===== src/rtl/vga_pkg.sv =====
// ============================================================================
// Module : vga_pkg
// Brief  : SVGA 800x600@60 timing totals and vblank-update arbiter types.
// Rev    : 1.0  initial release
// ============================================================================
`default_nettype none

package vga_pkg;

  localparam int HOR_TOTAL_TIME = 1056;
  localparam int VER_TOTAL_TIME = 628;

  localparam int VUPD_CNT_W = 4;

  typedef enum logic [1:0] {
    IDLE   = 2'd0,
    WINDOW = 2'd1,
    DRAIN  = 2'd2,
    COMMIT = 2'd3
  } vupd_state_t;

endpackage

`default_nettype wire


===== src/rtl/vga_vblank_update_arbiter_rr.sv =====
// ============================================================================
// Module : rr_arbiter
// Brief  : Combinational round-robin pick: first set request at or after ptr.
// Rev    : 1.0  initial release
// ============================================================================
`default_nettype none

module rr_arbiter #(
  parameter int N     = 4,
  parameter int PTR_W = $clog2(N)
) (
  input  logic [N-1:0]     req,
  input  logic [PTR_W-1:0] ptr,
  output logic [N-1:0]     winner
);

  localparam int SUM_W = PTR_W + 1;
  localparam logic [SUM_W-1:0] C_N = SUM_W'(N);

  logic [SUM_W-1:0] w_sum;
  logic [PTR_W-1:0] w_idx;
  logic             w_found;

  always_comb begin
    winner  = '0;
    w_found = 1'b0;
    w_sum   = '0;
    w_idx   = '0;
    for (int k = 0; k < N; k++) begin
      // wrap ptr+k into 0..N-1 without a modulo operator
      w_sum = {1'b0, ptr} + SUM_W'(k);
      if (w_sum >= C_N) w_sum = w_sum - C_N;
      w_idx = w_sum[PTR_W-1:0];
      if (!w_found && req[w_idx]) begin
        winner[w_idx] = 1'b1;
        w_found       = 1'b1;
      end
    end
  end

endmodule

`default_nettype wire


===== src/rtl/vga_vblank_update_arbiter.sv =====
// ============================================================================
// Module : vga_vblank_update_arbiter
// Brief  : Grants parameter-register updates during vblank, commits at frame end.
// Rev    : 1.0  initial release
// ============================================================================
`default_nettype none

module vga_vblank_update_arbiter
  import vga_pkg::*;
#(
  parameter int N_REQ   = 4,
  parameter int DATA_W  = 32,
  parameter int MAX_GNT = N_REQ
) (
  input  logic                    clk,
  input  logic                    rst,
  input  logic [10:0]             hcount,
  input  logic [10:0]             vcount,
  input  logic                    vblnk,
  input  logic [N_REQ-1:0]        req,
  input  logic [N_REQ*DATA_W-1:0] wr_data,
  output logic [N_REQ-1:0]        gnt,
  output logic [DATA_W-1:0]       active_data,
  output logic                    frame_start,
  output logic                    window_open
);

  localparam int PTR_W = $clog2(N_REQ);
  localparam logic [10:0]           C_H_LAST  = 11'(HOR_TOTAL_TIME - 1);
  localparam logic [10:0]           C_V_LAST  = 11'(VER_TOTAL_TIME - 1);
  localparam logic [VUPD_CNT_W-1:0] C_CNT_MAX = VUPD_CNT_W'(MAX_GNT);
  localparam logic [PTR_W-1:0]      C_PTR_TOP = PTR_W'(N_REQ - 1);

  vupd_state_t           r_state, w_state_nxt;
  logic                  r_vblnk_d;
  logic [PTR_W-1:0]      r_ptr;
  logic [VUPD_CNT_W-1:0] r_cnt;
  logic [DATA_W-1:0]     r_shadow;
  logic [DATA_W-1:0]     r_active;
  logic [N_REQ-1:0]      r_gnt;
  logic                  r_frame_start;

  logic [N_REQ-1:0]  w_winner;
  logic [PTR_W-1:0]  w_gnt_idx;
  logic [DATA_W-1:0] w_words [N_REQ];
  logic              w_vblnk_rise, w_guard, w_last_pix, w_cnt_full, w_arb_en, w_commit;

  for (genvar gi = 0; gi < N_REQ; gi++) begin : g_words
    assign w_words[gi] = wr_data[gi*DATA_W +: DATA_W];
  end

  assign w_vblnk_rise = vblnk & ~r_vblnk_d;
  assign w_guard      = (vcount == C_V_LAST) && (hcount == 11'd0);
  assign w_last_pix   = (vcount == C_V_LAST) && (hcount == C_H_LAST);
  assign w_cnt_full   = (r_cnt >= C_CNT_MAX);
  assign w_commit     = (r_state == DRAIN) && w_last_pix;
  // the rising-edge cycle itself arbitrates, so the first gnt lands on hcount+1
  assign w_arb_en     = ((r_state == IDLE) && w_vblnk_rise) ||
                        ((r_state == WINDOW) && !w_cnt_full && !w_guard);

  rr_arbiter #(.N(N_REQ), .PTR_W(PTR_W)) u_rr (
    .req    (req & ~r_gnt),
    .ptr    (r_ptr),
    .winner (w_winner)
  );

  always_comb begin
    w_gnt_idx = '0;
    for (int i = 0; i < N_REQ; i++) begin
      if (r_gnt[i]) w_gnt_idx = PTR_W'(i);
    end
  end

  always_comb begin
    w_state_nxt = r_state;
    case (r_state)
      IDLE:    if (w_vblnk_rise) w_state_nxt = WINDOW;
      WINDOW:  if (w_cnt_full || w_guard) w_state_nxt = DRAIN;
      DRAIN:   if (w_last_pix) w_state_nxt = COMMIT;
      COMMIT:  w_state_nxt = IDLE;
      default: w_state_nxt = IDLE;
    endcase
  end

  // tracks vblnk through reset so a release inside vblank never opens a window
  always_ff @(posedge clk) begin
    r_vblnk_d <= vblnk;
  end

  always_ff @(posedge clk) begin
    if (rst) begin
      r_state       <= IDLE;
      r_gnt         <= '0;
      r_ptr         <= '0;
      r_cnt         <= '0;
      r_shadow      <= '0;
      r_active      <= '0;
      r_frame_start <= 1'b0;
    end else begin
      r_state       <= w_state_nxt;
      r_gnt         <= w_arb_en ? w_winner : '0;
      r_frame_start <= w_commit;
      if ((r_state == IDLE) && w_vblnk_rise)
        r_cnt <= (|w_winner) ? VUPD_CNT_W'(1) : '0;
      else if (w_arb_en && (|w_winner))
        r_cnt <= r_cnt + VUPD_CNT_W'(1);
      if (|r_gnt) begin
        r_shadow <= w_words[w_gnt_idx];
        r_ptr    <= (w_gnt_idx == C_PTR_TOP) ? '0 : w_gnt_idx + PTR_W'(1);
      end
      if (w_commit) r_active <= r_shadow;
    end
  end

  assign gnt         = r_gnt;
  assign active_data = r_active;
  assign frame_start = r_frame_start;
  assign window_open = (r_state == WINDOW);

endmodule

`default_nettype wire

===== config.mk =====
export PLATFORM = sky130hd
export DESIGN_NAME = vga_vblank_update_arbiter
export DESIGN_NICKNAME = d
export VERILOG_FILES = /design/src/rtl/vga_pkg.sv /design/src/rtl/vga_vblank_update_arbiter_rr.sv /design/src/rtl/vga_vblank_update_arbiter.sv
export SDC_FILE = /design/constraint.sdc
export NUM_CORES = 1
export LEC_CHECK = 0
export CAP_MARGIN = 20
export CORE_MARGIN = 3
export CORE_UTILIZATION = 38
export CTS_BUF_LIST = sky130_fd_sc_hd__clkbuf_8 sky130_fd_sc_hd__clkbuf_16
export DETAILED_ROUTE_END_ITERATION = 8
export PLACE_DENSITY = 0.84
export SLEW_MARGIN = 5
export SYNTH_ARGS = -nofsm -noshare
export SYNTH_HDL_FRONTEND = slang
export SYNTH_SLANG_ARGS = --single-unit

===== constraint.sdc =====
create_clock -name clk -period 3 [get_ports clk]
set_input_delay 0.9 -clock clk [delete_from_list [all_inputs] [get_ports clk]]
set_output_delay 0.9 -clock clk [all_outputs]
set_load 0.005 [all_outputs]

==> results of run 1 <==
stage by stage:
stage,setup slack (ps),hold WS (ps)
global route,7.22,506
floorplan,156,431
CTS,6.43,479
global placement,-375,449
finish,59.2,474
detailed placement,-526,468
where the power goes:
part,switching [mW],leakage [nW],internal (mW)
Combinational,0.976,1.92,0.969
Clock,0.386,0.109,0.496
Sequential,0.110,0.635,1.25
Total,1.47,2.66,2.71
cell usage after synthesis (all sizes together), types with 5 or more instances:
library cell and n:
nor2 111, ha 11, dfxtp 78, nor4 6
nand2 42, a21oi 36, nand2b 6, inv 8
buf 8, clkbuf 31, o21ai 33, nor3 5
and2 6, mux2i 64, o211ai 32
what timing repair did:
item | 4_1_cts | 5_1_grt
pin swaps | 5 | 3
endpoints found under the setup margin | 3 | 5
resized for setup | 9 | 8
setup buffers | 9 | 1
endpoints found under the hold margin | 0 | 0
state kept, by name, indices dropped and copies added (netlist names):
signal,count
r_vblnk_d,1
gnt,4
r_shadow,32
r_state,2
r_ptr,2
frame_start,1
active_data,32
r_cnt,4
layer usage:
layer  share of wire, %  up-vias  wire length, um  track usage [%]
met5                  0        -                0                0
met4                1.4        0              174             5.63
met3                7.8       24              992             4.48
met2                 53      184             6770             38.3
met1                 38     2105             4770             22.2
li1                   -     2197                -                -
final cells by class:
type                    instances  area, sq um
clock buffers                  10          138
clock inverters                 6         92.6
fillers                       873         3820
inverters                       8         30.0
multi-input cells             389         2460
flip-flops and latches         78         1570
well taps                     136          170
repair buffers                224         2190
kinds of logic after synthesis:
family	count (synthesis)	share of synthesized area, %
mux	66	16.6
simple gates	194	20.4
flops	78	37.7
buf+inv	47	4.32
compound gates	118	17.7
fa+ha+maj	11	3.33
worst min path at each step:
stage                                      from                    end  slack, ps  depth (start not counted)
after floorplan           r_cnt[3]$_SDFFE_PP0P_  r_cnt[3]$_SDFFE_PP0P_        430                          1
after global placement    r_cnt[1]$_SDFFE_PP0P_  r_cnt[1]$_SDFFE_PP0P_        450                          2
after detailed placement  r_cnt[1]$_SDFFE_PP0P_  r_cnt[1]$_SDFFE_PP0P_        470                          2
after CTS                 r_cnt[1]$_SDFFE_PP0P_  r_cnt[1]$_SDFFE_PP0P_        480                          2
after global routing      r_cnt[1]$_SDFFE_PP0P_  r_cnt[1]$_SDFFE_PP0P_        510                          2
final                     r_cnt[1]$_SDFFE_PP0P_  r_cnt[1]$_SDFFE_PP0P_        470                          2
worst max-delay path: cells and delay by family:
kind	cells	cell delay [ps]
simple gates	4	640
compound gates	3	620
buf+inv	2	440
mux	1	540
==> flow_summary.ini, run 1 <==
[cts]
numCtsBuffers = 9
cts_tree = built
cts-root-buf = clkbuf_8
worst_setup_hold_path_clk_slew_ps = 80
clockBufferDepth = 2
hold_buffers = 0
htree_levels = 3
worstSkewPairLatency_ps = 340
cts_sinks = 78

[cells_and_area]
area_growth_pct = 60.6
drive_gt1_share_pct = 9.51
design_area_sq_um = 6650
nets = 878
final_core_util_pct = 63.5
n_antenna_cell = 0
layout_commonest_cell = clkdlybuf4s50_1
mostFrequentLayoutCells = clkdlybuf4s50_1, nor2_1, dfxtp_1
final_cells = 851

[yosys]
syn_area_sq_um = 4140
synthFlopType = dfxtp_1
synth.avg_cell_area_sq_um = 8.05
syn_nets = 682
async_flop_share_pct = 0
ys_ff_latch = 78
synth_top_area_share_pct = 37.7
yosysTopAreaCell = dfxtp_1
ys_types = 36
yosysSeqAreaShare_pct = 37.7
synth-edff-count = 0
synth_cells = 514
synth_warnings = 0
ys_top_cells_by_area = dfxtp_1, mux2i_1, nor2_1

[setup_path]
worstSetupPathType = in -> reg
reg2reg_from = r_ptr[1]$_SDFFE_PP0P_
reg2reg_setup_slack_ps = 280
start_kind = input pin
crit_path_end_kind = flop
rr_worst_depth = 12
startpoint = req[3]
crit_path_end = r_cnt[0]$_SDFFE_PP0P_
path_cells = dlygate4sd2_1 > nor2b_2 > mux4_2 > and2_4 > a221o_1 > a221oi_4 > nand4_1 > buf_4 > nand2_1 > a21oi_1
crit_path_max_fanout = 5
critPathMaxStageDelay_ps = 540
cp_data_required_time_ps = 3230
worstPathArrival_ps = 3170
crit_path_top_delay_cell = mux4_2
rr_endpoint = gnt[0]$_SDFF_PP0_

[timing]
timing.final.crit_share_pct = 98.0
slew_headroom_pct = 52.9
rsz0062_at_grt = no
tightest_slew_ps = 706
finalSetupViolations = 0
setup_tns_ps = 0
skew_ps = 12.2
fmax_mhz = 340
hold_viol = 0
drv_slew = 0
post-route-min-period_ps = 2940

[global_routing]
overflow = 0
grt_max_degree = 69
antenna_found_initial = 0
grt_pass1_vias = 4240
grt_usage_pct = 20.1
grt_pass1_wl_um = 19500

[placement]
dp_hpwl_um = 9210
dp_cells = 825
gp_congestion = 0.849
io_buffer_count = 194
placed_area_sq_um = 6280

[die]
std_cell_rows = 37
design.core.area_sq_um = 10500
die_w_um = 110
start_util_pct = 39.5
die_h_um = 110
dieArea_sq_um = 12200
ioPinCount = 195

[drt]
via_per_inst = 5.30
drcViolationCount = 0
vias = 4510
ant_nets = 0
wl_per_cell_um = 14.9
firstDrtPassIters = 6
wl_um = 12700
first_iter_violations = 199

[hold_path]
min_path_type = reg -> reg

[flow_run]
cap_viol_max_count = 0

[power]
totalPowerFinal_mw = 4.19
power_density_nw_per_um2 = 630
p_leak_nw = 2.66
irDropWorstVdd_mv = 0.478

[run_status]
outcome = finished clean
(Power assumes the default switching activity.)
==> run 2, diff against run 1 <==
- CORE_ASPECT_RATIO: default -> 0.9
==> run 2 against run 1 <==
Against the previous run: total power grew 4.8%; cell count shrank 1.9%; largest power group unchanged; hold slack about the same; sequential cell count did not move; via count decreased by 1.8%.
==> flow_summary.ini, run 2 (synthesis results as in run 1) <==
[timing]
slew_headroom_pct = 49.8
timing.final.crit_share_pct = 99.7
skew_ps = 8.07
tightest_slew_ps = 753
drv_slew = 0
hold-worst-slack_ps = 474
post-route-min-period_ps = 2990
hold_viol = 0
finalSetupViolations = 0
fmax_mhz = 334

[setup_path]
path_cells = dlygate4sd2_1 > nor2b_2 > mux4_2 > and2_4 > a221o_1 > a221oi_2 > nand4_1 > buf_4 > nand2_1 > a21oi_1
critPathMaxStageDelay_ps = 530
cp_data_required_time_ps = 3170
critical_path.top_delay_family = simple AND/OR/NAND/NOR gates
crit_path_end_kind = flop
worstPathArrival_ps = 3160
start_kind = input pin
worstSetupPathType = in -> reg
crit_path_max_fanout = 5
crit_path_top_delay_cell = mux4_2
cp.buffers_inverters = 2

[cells_and_area]
final_core_util_pct = 64.2
layout_commonest_cell = clkdlybuf4s50_1
area_growth_pct = 61.6
n_antenna_cell = 0
final_cells = 835
fill_cells = 874
mostFrequentLayoutCells = clkdlybuf4s50_1, nor2_1, dfxtp_1
drive_gt1_share_pct = 8.07
nets = 870

[die]
die_w_um = 116
std_cell_rows = 35
die_h_um = 105
design.core.area_sq_um = 10400
ioPinCount = 195
start_util_pct = 39.7
dieArea_sq_um = 12200

[power]
power_switching_mw = 1.44
totalPowerFinal_mw = 4.39
power_density_nw_per_um2 = 656
p_leak_nw = 2.69
irDropWorstVdd_mv = 0.369
seq_power_share_pct = 31.3
p_clk_share_pct = 28.2
p_int_mw = 2.95
switching_share_pct = 32.8
combPwrFrac_pct = 40.6

[drt]
wl_per_cell_um = 15.3
vias = 4430
via_per_inst = 5.31
ant_nets = 0
wl_um = 12700
drcViolationCount = 0
first_iter_violations = 248
firstDrtPassIters = 4

[cts]
htree_levels = 3
cts_tree = built
numCtsBuffers = 9
clockBufferDepth = 2
worst_setup_hold_path_clk_slew_ps = 60
cts_sinks = 78
worstSkewPairLatency_ps = 320
cts-root-buf = clkbuf_16

[global_routing]
grt_pass1_vias = 4404
overflow = 0
antenna_found_initial = 0
grt_usage_pct = 20.5
grt_pass1_wl_um = 20400
grt_max_degree = 69

[placement]
gp_congestion = 0.938
io_buffer_count = 194
dp_hpwl_um = 9330
dp_cells = 816

[hold_path]
min_path_type = reg -> reg

[run_status]
outcome = finished clean

[flow_run]
cap_viol_max_count = 0
## run 2: layout make-up
type	count	area [sq um]	share of cell area [%]
well taps	129	161	2.41
clock inverters	5	108	1.61
repair buffers	216	2130	31.9
multi-input cells	389	2450	36.6
clock buffers	10	239	3.57
inverters	8	30.0	0.449
flip-flops and latches	78	1570	23.4
## run 2: stage by stage
stage	setup slack, ps	area [sq um]	setup TNS (ps)
finish	8.85	6690	0
global route	-35.4	6690	-41.9
CTS	11.0	6650	0
detailed placement	-501	6250	-1430
global placement	-381	6250	-958
floorplan	156	4140	0
## run 2: what timing repair did
item | CTS | global route
hold buffers | 0 | 0
setup endpoints to repair | 3 | 3
pin swaps | 4 | 2
buffers inserted | 2 | 2
resized for setup | 8 | 8
## run 2: layer usage
layer  vias up  share of wire (%)  GRT usage [%]
met5         -                  0              0
met4         0                2.0           7.79
met3        26                7.2           4.63
met2       177                 52           36.4
met1      2045                 38           23.7
li1       2182                  -              -
## run 2: power groups by stage
stage	registers, mW	clock network, mW	logic (mW)
floorplan	1.35	0	1.11
CTS	1.37	1.26	1.72
global route	1.39	1.31	2.00
detailed placement	1.38	0	1.65
global placement	1.37	0	1.57
finish	1.37	1.24	1.78
## run 2: final timing paths
kind | cells after the start | slack, ps | from | to
setup / recovery | 10 | 9 | req[1] | r_cnt[0]$_SDFFE_PP0P_
hold / removal | 2 | 470 | r_cnt[1]$_SDFFE_PP0P_ | r_cnt[1]$_SDFFE_PP0P_
hold reg to reg | 2 | 470 | r_cnt[1]$_SDFFE_PP0P_ | r_cnt[1]$_SDFFE_PP0P_
setup reg to reg | 9 | 270 | r_ptr[1]$_SDFFE_PP0P_ | r_cnt[0]$_SDFFE_PP0P_
## run 2: worst min-delay path, delay by kind of cell, from the launching register on
kind / cells / cell delay [ps]
flops: 1 / 320
mux: 1 / 60
simple gates: 1 / 50
==> run 3, diff against run 2 <==
- CORE_MARGIN: 3 -> 2
==> run 3 against run 2 <==
Against the previous run: register-to-register slack improved by 80 ps; maximum frequency up 2.1%; via count is 1.9% lower; total power down 7.0%; setup slack better by 63 ps; sequential power about the same; first-iteration DRC count is 13% lower; non-clock buffer count down 1; combinational power about the same; cell count rose by 0.24%.
==> flow_summary.ini, run 3 (synthesis results as in run 1) <==
[cells_and_area]
n_antenna_cell = 0
mostFrequentLayoutCells = clkdlybuf4s50_1, nor2_1, dfxtp_1
area_growth_pct = 59.6
final_core_util_pct = 61.6
drive_gt1_share_pct = 7.81
layout_commonest_cell = clkdlybuf4s50_1
fill_cells = 916
nets = 869

[hold_path]
hold_path_end = r_cnt[3]$_SDFFE_PP0P_
min_path_type = reg -> reg
min_from = r_cnt[3]$_SDFFE_PP0P_
hold_depth = 1

[timing]
slew_headroom_pct = 57.4
rsz0062_at_grt = no
drv_slew = 0
hold-worst-slack_ps = 472
tightest_slew_ps = 640
setup_tns_ps = 0
skew_ps = 7.17
timing.final.crit_share_pct = 97.6
fmax_mhz = 341
post-route-min-period_ps = 2930
hold_viol = 0
finalSetupViolations = 0

[cts]
cts_tree = built
htree_levels = 3
numCtsBuffers = 9
cts_sinks = 78
clockBufferDepth = 2
cts-root-buf = clkbuf_16
worst_setup_hold_path_clk_slew_ps = 50
worstSkewPairLatency_ps = 310

[placement]
io_buffer_count = 194
dp_hpwl_um = 9060
gp_congestion = 0.943

[setup_path]
cp_data_required_time_ps = 3180
crit_path_max_fanout = 5
reg2reg_setup_slack_ps = 350
rr_worst_depth = 9
rr_endpoint = r_cnt[2]$_SDFFE_PP0P_
worstSetupPathType = in -> reg
worstPathArrival_ps = 3100
start_kind = input pin
reg2reg_from = r_ptr[1]$_SDFFE_PP0P_
crit_path_end_kind = flop

[drt]
ant_nets = 0
vias = 4347
drcViolationCount = 0
via_per_inst = 5.19
first_iter_violations = 215
firstDrtPassIters = 4
wl_um = 12100
wl_per_cell_um = 14.5

[global_routing]
grt_pass1_vias = 4331
grt_pass1_wl_um = 20000
overflow = 0
grt_usage_pct = 20.9
grt_max_degree = 67
antenna_found_initial = 0

[die]
std_cell_rows = 36
design.core.area_sq_um = 10700
ioPinCount = 195
start_util_pct = 38.6
die_h_um = 103
dieArea_sq_um = 11700
die_w_um = 114

[power]
irDropWorstVdd_mv = 0.330
power_density_nw_per_um2 = 618
totalPowerFinal_mw = 4.08
p_leak_nw = 2.66

[run_status]
outcome = finished clean

[flow_run]
cap_viol_max_count = 0
[run 3: changes by cell type in the layout (fill, tap and decap cells not counted), sizes merged]
cell    delta
bufinv     -3
buf        -1
inv        +2
[run 3: worst max-delay path, stage by stage]
cell	delay, ps
dlygate4sd2_1	260
nor2b_4	130
mux4_2	550
and2_4	190
a221o_1	280
a221oi_2	260
nand4_1	160
buf_4	170
a31oi_1	150
nor3_1	60
[run 3: cell type report]
type                            count  area [sq um]  area share [%]
Sequential cell                    78          1570            23.7
Tap cell                          133           166            2.52
Clock buffer                       10           239            3.62
Timing Repair Buffer              215          2130            32.2
Multi-Input combinational cell    389          2460            37.2
Clock inverter                      4          17.5           0.265
Inverter                            8          30.0           0.455
[run 3: stage by stage]
step                      setup slack [ps]  cells  cell area (sq um)
after floorplan                        156    514               4140
after global placement                -365    818               6240
after detailed placement              -542    818               6240
after CTS                             10.9    836               6570
after global routing                  12.2    837               6600
final                                 71.4    837               6600
[run 3: report_power, final]
group / switching (mW) / internal [mW] / total, mW / leakage [nW]
Clock: 0.375 / 0.564 / 0.939 / 0.137
Sequential: 0.121 / 1.25 / 1.37 / 0.635
Combinational: 0.906 / 0.861 / 1.77 / 1.89
[run 3: worst max-delay path by stage]
stage | startpoint | endpoint
final | req[3] | r_cnt[2]$_SDFFE_PP0P_
after global routing | req[3] | r_cnt[2]$_SDFFE_PP0P_
after floorplan | req[0] | r_cnt[0]$_SDFFE_PP0P_
after detailed placement | req[3] | r_cnt[0]$_SDFFE_PP0P_
after global placement | req[3] | r_cnt[0]$_SDFFE_PP0P_
after CTS | req[2] | r_cnt[2]$_SDFFE_PP0P_
[run 3: metal layers]
metal / track usage, % / wire length (um) / vias to the layer above
met2: 39.1 / 6350 / 150
met1: 23.9 / 4770 / 2009
met3: 5.00 / 879 / 16
met4: 5.72 / 130 / 0
met5: 0 / 0 / -
li1: - / - / 2172
[run 3: repair_timing]
action | 4_1_cts | 5_1_grt
hold buffers | 0 | 0
setup endpoints to repair | 3 | 3
resized for setup | 11 | 8
pin swaps | 2 | 4
buffers inserted | 4 | 1
